$ cat config.mk
export PLATFORM = sky130hd
export DESIGN_NAME = disp_mux_param_flat
export DESIGN_NICKNAME = d
export VERILOG_FILES = /design/src/rtl/disp_mux_param_pkg.sv /design/src/rtl/disp_mux_param_if.sv /design/src/rtl/disp_mux_param_hex_to_sseg.sv /design/src/rtl/disp_mux_param.sv /design/src/flat_wrapper.sv
export SDC_FILE = /design/constraint.sdc
export NUM_CORES = 1
export LEC_CHECK = 0
export BUFFER_PORTS_ARGS = -buffer_cell sky130_fd_sc_hd__buf_2
export CAP_MARGIN = 0
export CORE_ASPECT_RATIO = 0.9
export CORE_MARGIN = 1
export CORE_UTILIZATION = 50
export CTS_BUF_LIST = sky130_fd_sc_hd__clkbuf_2 sky130_fd_sc_hd__clkbuf_4 sky130_fd_sc_hd__clkbuf_8
export CTS_CLUSTER_SIZE = 40
export DETAILED_ROUTE_END_ITERATION = 10
export GPL_ROUTABILITY_DRIVEN = 0
export PLACE_DENSITY_LB_ADDON = 0.3
export SLEW_MARGIN = 40
export SYNTH_ARGS = -nofsm -noshare
export SYNTH_HDL_FRONTEND = slang
export SYNTH_HIERARCHICAL = 1
export SYNTH_SLANG_ARGS = --single-unit
$ cat constraint.sdc
create_clock -name clk -period 1.38 [get_ports clk]
set_input_delay 0.138 -clock clk [delete_from_list [all_inputs] [get_ports clk]]
set_output_delay 0.138 -clock clk [all_outputs]
set_load 0.1 [all_outputs]
$ cat src/rtl/disp_mux_param_pkg.sv
// Shared constants and helpers for the parametrised display multiplexer.
//   SSEG_OFF : all segments dark (active-low)
//   hex7()   : nibble -> 7-bit active-low gfedcba pattern
//   idx_w()  : width of a digit index for a given digit count
package disp_pkg;

  localparam logic [7:0] SSEG_OFF = 8'hFF;

  function automatic int idx_w(input int n);
    return (n > 1) ? $clog2(n) : 1;
  endfunction

  function automatic logic [6:0] hex7(input logic [3:0] nib);
    logic [6:0] seg;
    case (nib)
      4'h0: seg = 7'h40;
      4'h1: seg = 7'h79;
      4'h2: seg = 7'h24;
      4'h3: seg = 7'h30;
      4'h4: seg = 7'h19;
      4'h5: seg = 7'h12;
      4'h6: seg = 7'h02;
      4'h7: seg = 7'h78;
      4'h8: seg = 7'h00;
      4'h9: seg = 7'h10;
      4'hA: seg = 7'h08;
      4'hB: seg = 7'h03;
      4'hC: seg = 7'h46;
      4'hD: seg = 7'h21;
      4'hE: seg = 7'h06;
      default: seg = 7'h0E;
    endcase
    return seg;
  endfunction

endpackage

$ cat src/rtl/disp_mux_param_if.sv
// Digit-store write port.
//   wr_en    : write strobe
//   wr_addr  : digit index
//   wr_data  : hex nibble + dp, or raw active-low pattern
//   hex_mode : 1 = decode wr_data as hex
// master drives the port (CPU / switch glue), slave is the display block.
interface disp_mux_param_if
  import disp_pkg::*;
#(
  parameter int N_DIG = 4
);
  localparam int IDX_W = idx_w(N_DIG);

  logic             wr_en;
  logic [IDX_W-1:0] wr_addr;
  logic [7:0]       wr_data;
  logic             hex_mode;

  modport master (output wr_en, output wr_addr, output wr_data, output hex_mode);
  modport slave  (input  wr_en, input  wr_addr, input  wr_data, input  hex_mode);
endinterface

$ cat src/rtl/disp_mux_param_hex_to_sseg.sv
// Combinational hex nibble + decimal point to active-low {dp,g..a} pattern.
//   nibble : hex digit
//   dp     : 1 = decimal point lit
//   sseg   : active-low segment pattern
module hex_to_sseg
  import disp_pkg::*;
(
  input  logic [3:0] nibble,
  input  logic       dp,
  output logic [7:0] sseg
);
  assign sseg = {~dp, hex7(nibble)};
endmodule

$ cat src/rtl/disp_mux_param.sv
// Time-multiplexed common-anode seven-segment driver with internal digit
// store, per-digit blanking, PWM brightness and a frame tick.
//   clk, rst   : clock, async active-low reset
//   wr         : digit-store write port (slave)
//   blank      : 1 = force digit dark
//   bright     : PWM duty level, 0 = off, all-ones = full
//   sseg, an   : active-low segments and anodes (registered)
//   frame_tick : one-cycle pulse aligned with first output of digit 0
module disp_mux_param
  import disp_pkg::*;
#(
  parameter int N_DIG    = 4,
  parameter int PRESC_W  = 16,
  parameter int BRIGHT_W = 4
) (
  input  logic                clk,
  input  logic                rst,
  disp_mux_param_if.slave     wr,
  input  logic [N_DIG-1:0]    blank,
  input  logic [BRIGHT_W-1:0] bright,
  output logic [7:0]          sseg,
  output logic [N_DIG-1:0]    an,
  output logic                frame_tick
);
  localparam int IDX_W = idx_w(N_DIG);

  logic [7:0]         store_q [N_DIG];
  logic [7:0]         store_d [N_DIG];
  logic [PRESC_W-1:0] presc_q, presc_d;
  logic [IDX_W-1:0]   idx_q, idx_d;
  logic [7:0]         sseg_q, sseg_d;
  logic [N_DIG-1:0]   an_q, an_d;
  logic               tick_q, tick_d;

  logic [7:0] hex_pat;
  logic [7:0] wr_pat;
  logic       addr_ok;
  logic       lit;

  hex_to_sseg u_hex (
    .nibble (wr.wr_data[3:0]),
    .dp     (wr.wr_data[4]),
    .sseg   (hex_pat)
  );

  // Decode once at write time so a later hex_mode change leaves stored digits alone.
  assign wr_pat  = wr.hex_mode ? hex_pat : wr.wr_data;
  // Extra bit keeps the compare correct when N_DIG is a power of two.
  assign addr_ok = ({1'b0, wr.wr_addr} < (IDX_W+1)'(N_DIG));

  always_comb begin
    store_d = store_q;
    if (wr.wr_en && addr_ok) begin
      store_d[wr.wr_addr] = wr_pat;
    end
  end

  always_comb begin
    presc_d = presc_q + 1'b1;
    idx_d   = idx_q;
    if (&presc_q) begin
      idx_d = (idx_q == IDX_W'(N_DIG - 1)) ? '0 : idx_q + 1'b1;
    end
  end

  // PWM: compare the prescaler's top bits so each slot splits into
  // 2^BRIGHT_W equal sub-periods; all-ones forces full duty.
  assign lit = !blank[idx_q] &&
               ((presc_q[PRESC_W-1 -: BRIGHT_W] < bright) || (&bright));

  always_comb begin
    sseg_d = SSEG_OFF;
    an_d   = '1;
    if (lit) begin
      sseg_d = store_q[idx_q];
      an_d   = ~(N_DIG'(1) << idx_q);
    end
    // Registered alongside digit 0's first output.
    tick_d = (idx_q == '0) && (presc_q == '0);
  end

  always_ff @(posedge clk or negedge rst) begin
    if (!rst) begin
      store_q <= '{default: SSEG_OFF};
      presc_q <= '0;
      idx_q   <= '0;
      sseg_q  <= SSEG_OFF;
      an_q    <= '1;
      tick_q  <= 1'b0;
    end else begin
      store_q <= store_d;
      presc_q <= presc_d;
      idx_q   <= idx_d;
      sseg_q  <= sseg_d;
      an_q    <= an_d;
      tick_q  <= tick_d;
    end
  end

  assign sseg       = sseg_q;
  assign an         = an_q;
  assign frame_tick = tick_q;

endmodule

$ cat src/flat_wrapper.sv
// flat-port wrapper written by rule: the top's interface ports become plain ports
module disp_mux_param_flat import disp_pkg::*;
#(
  parameter int N_DIG    = 4,
  parameter int PRESC_W  = 16,
  parameter int BRIGHT_W = 4
)
  (clk, rst, blank, bright, sseg, an, frame_tick, wr_wr_en, wr_wr_addr, wr_wr_data, wr_hex_mode);
  disp_mux_param_if #(.N_DIG(N_DIG)) wr_i ();
  input  logic clk;
  input  logic rst;
  input  logic [N_DIG-1:0] blank;
  input  logic [BRIGHT_W-1:0] bright;
  output logic [7:0] sseg;
  output logic [N_DIG-1:0] an;
  output logic frame_tick;
  input wire logic [$bits(wr_i.wr_en)-1:0] wr_wr_en;
  input wire logic [$bits(wr_i.wr_addr)-1:0] wr_wr_addr;
  input wire logic [$bits(wr_i.wr_data)-1:0] wr_wr_data;
  input wire logic [$bits(wr_i.hex_mode)-1:0] wr_hex_mode;
  assign wr_i.wr_en = wr_wr_en;
  assign wr_i.wr_addr = wr_wr_addr;
  assign wr_i.wr_data = wr_wr_data;
  assign wr_i.hex_mode = wr_hex_mode;
  disp_mux_param #(.N_DIG(N_DIG), .PRESC_W(PRESC_W), .BRIGHT_W(BRIGHT_W)) u_core (.clk(clk), .rst(rst), .wr(wr_i), .blank(blank), .bright(bright), .sseg(sseg), .an(an), .frame_tick(frame_tick));
endmodule
==> run metrics <==
Die Span X 85.4 µm; final slew viol count 0; top cell type's share of synthesized area 0.369; Residual DRC 0; I/O pin cnt 35; CP top delay family multiplexers; gr usage total 0.209; Final Hold Viols 0; Post-Synth XOR/XNOR Area 0.0392; final setup fails 0; WL final 5.93 mm; core area 5860 µm²; Layout Cells excl Fill 426; Worst Slack Setup Final 0.00945 ns; Synth Cell Area 3130 µm²; Worst Hold Class in -> reg; WP data required 1.63 ns; CTS Root Cell clkbuf_8; worst hold start wr_wr_data[5]; Worst Skew 0.00619 ns; fin nets 389; synthesized-area fraction occupied by and/or/nand/nor cells 0.128; Synth Register Bits 63; critical path buffer and inverter count 1; status complete, no violations; # H-tree levels 3; initial core utilization 0.534; ratio of final minimum period to clock period 0.993; max cap viols 0; Reg-to-Reg Start u_core/idx_q[0]; largest cells by area after synthesis dfstp_2, dfrtp_1, mux4_2, ha_1, o21ai_0; worst-margin pin slew 0.487 ns; Critical Path Max Stage Delay 0.53 ns; clk buf depth 2; total clock sinks 63; post-synthesis mux area share 0.121; Synth Warn # 6; largest net degree at the start of global routing 64; Setup CP Type reg -> reg; CTS tree yes; CP Cell Sequence buf_12 > mux4_2 > nor2_1 > o21ai_0; latest clock arrival within the worst-skew pair 0.34 ns; largest family of logic cells by synthesized area simple AND/OR/NAND/NOR gates; initial antenna violation count 0; clock slew at reported path FFs 0.06 ns; Adder-Cell Fraction of Synth Area 0.0640; share of layout cells above drive strength 1 0.447; Pre-antenna DRT Iters 4; crit path launch u_core/idx_q[0]; Static Leak 1.78 nW; largest area contributor in the netlist dfstp_2; IO Port Bufs 34; initial DRC count 128; post-synthesis compound-gate area fraction 0.0924; Synth Net Count 315; dpl cells 409; vias in the first global route 2282; TritonCTS buffer count 9; DR WL/cell 13.9 µm; Worst Setup End Kind register; crit-path max FO 11; setup bufs post-CTS 0; Worst path slowest cell mux4_2; n_diodes 0; Vias 2275; Routed Antenna Nets 0; sequential area share after synthesis 0.521; min Tclk post-route 1.37 ns; Finished Core Util 0.680; Die Y 77.1 µm; first-pass GRT wire length 10.5 mm; Rel. slew slack 0.678; RSZ-0062 raised after global routing true; Max VDD drop 0.000487 V; total gr overflow 0; Die ar. 6580 µm²; pre-CTS setup slack -0.212 ns; Yosys cell types 36; num rows 26; mean post-synth cell area 11.3 µm²; Fmax 730 MHz; kind of start point of the critical path register; DR vias/cell 5.34; PD cells 1220 nW/µm²; area grow syn2layout 27.3%; crit path DAT 1.63 ns; Synth Instances 277; Final HPWL DP 4.13 mm
[flip-flops by register name, indices dropped and copies added (netlist names)]
signal,flops
u_core/idx_q,2
u_core/presc_q,16
u_core/an,4
u_core/sseg,8
u_core/store_q,32
u_core/frame_tick,1
[Yosys cell counts (all sizes together)]
library cell,instances
nor2,18
nor4,2
clkbuf,7
nor3,1
dfstp,44
ha,16
buf,5
mux2,2
o211ai,5
nand2,30
o21a,1
a21oi,10
nand4,3
and2,1
nor4b,2
dfrtp,19
nand3b,2
xnor2,12
o21ai,37
mux4,10
xor2,2
nand2b,2
o2bb2ai,1
inv,13
nor3b,1
mux2i,13
or3,2
nand3,9
and4,3
and3,4
[cell families after synthesis]
kind of cell,after synthesis
buffers and inverters,25
XOR/XNOR,14
adder cells (fa/ha/maj),16
flip-flops,63
AND/OR/NAND/NOR,80
multiplexers,25
AO/OA/AOI/OAI,54
[layout make-up]
class                   instances  area, µm²
fillers                       430       1870
flip-flops and latches         63       1630
multi-input cells             189       1420
repair buffers                 75        561
clock buffers                  13        166
well taps                      70       87.6
clock inverters                 3       65.1
inverters                      13       48.8
[worst register-to-register path, cell delays in order, from the launching register on]
cell and delay, ns:
dfrtp_2 0.42, buf_12 0.16, mux4_2 0.53, nor2_1 0.10, o21ai_0 0.08
[placed cells by master, fill, tap and decap left out, types with 2 or more instances in the layout]
master,synthesis,routed
mux4_2,10,10
dfstp_2,44,44
xnor2_1,12,12
nor4_1,2,2
or3_1,2,2
inv_2,2,2
mux2i_1,13,12
ha_1,16,15
nand3_1,8,8
nand2b_1,2,2
buf_2,4,22
nor2_1,18,18
nor4b_2,0,2
nand3b_1,2,2
bufinv_16,0,2
inv_1,11,11
nand4_1,3,3
clkbuf_4,0,2
o21ai_1,2,4
xor2_1,2,2
clkbuf_8,0,11
a21oi_1,10,10
mux2_1,2,2
buf_12,0,4
dfrtp_1,19,18
buf_4,0,48
nand2_1,30,30
and3_4,1,3
o211ai_1,5,5
o21ai_0,35,33
[layer usage]
metal  GRT usage  wire, µm  vias to the layer above
met3      0.0689       232                        7
met5           0         0                        -
li1            -         -                     1116
met4      0.0650        77                        0
met2       0.327      2790                       54
met1       0.279      2830                     1098
[worst paths after layout]
path | to | slack [ns] | depth (start not counted)
worst min register to register | u_core/store_q[9] | 0.48 | 2
worst min-delay path | u_core/store_q[29] | 0.20 | 3
max in group asynchronous | u_core/store_q[17] | 0.72 | 3
worst max-delay path | u_core/sseg[6] | 0.009 | 4
worst max register to register | u_core/sseg[6] | 0.009 | 4
min in group asynchronous | u_core/presc_q[5] | 0.34 | 3
[power by group]
group | leakage [nW] | internal (W) | switching (W)
combinational | 0.953 | 0.000288 | 0.000485
sequential | 0.711 | 0.00218 | 0.000101
clock | 0.120 | 0.00115 | 0.000659
[through the flow]
| step | total power [W] | area [µm²] | hold WS, ns | TNS, ns |
|---|---|---|---|---|
| floorplan | 0.00280 | 3150 | -0.158 | -0.00372 |
| global placement | 0.00303 | 3690 | 0.170 | -1.09 |
| detailed placement | 0.00306 | 3690 | 0.169 | -1.85 |
| CTS | 0.00490 | 3960 | 0.179 | -0.0149 |
| global route | 0.00509 | 3980 | 0.212 | -0.475 |
| finish | 0.00487 | 3980 | 0.199 | 0 |
[timing repair]
| item | 4_1_cts | 5_1_grt |
|---|---|---|
| endpoints found under the setup margin | 22 | 20 |
| hold endpoints to repair | 19 | 0 |
| hold buffers | 1 | 0 |
| gates resized for setup | 12 | 8 |
| pin swaps | 0 | 0 |
Power figures use the tool's default switching activity.
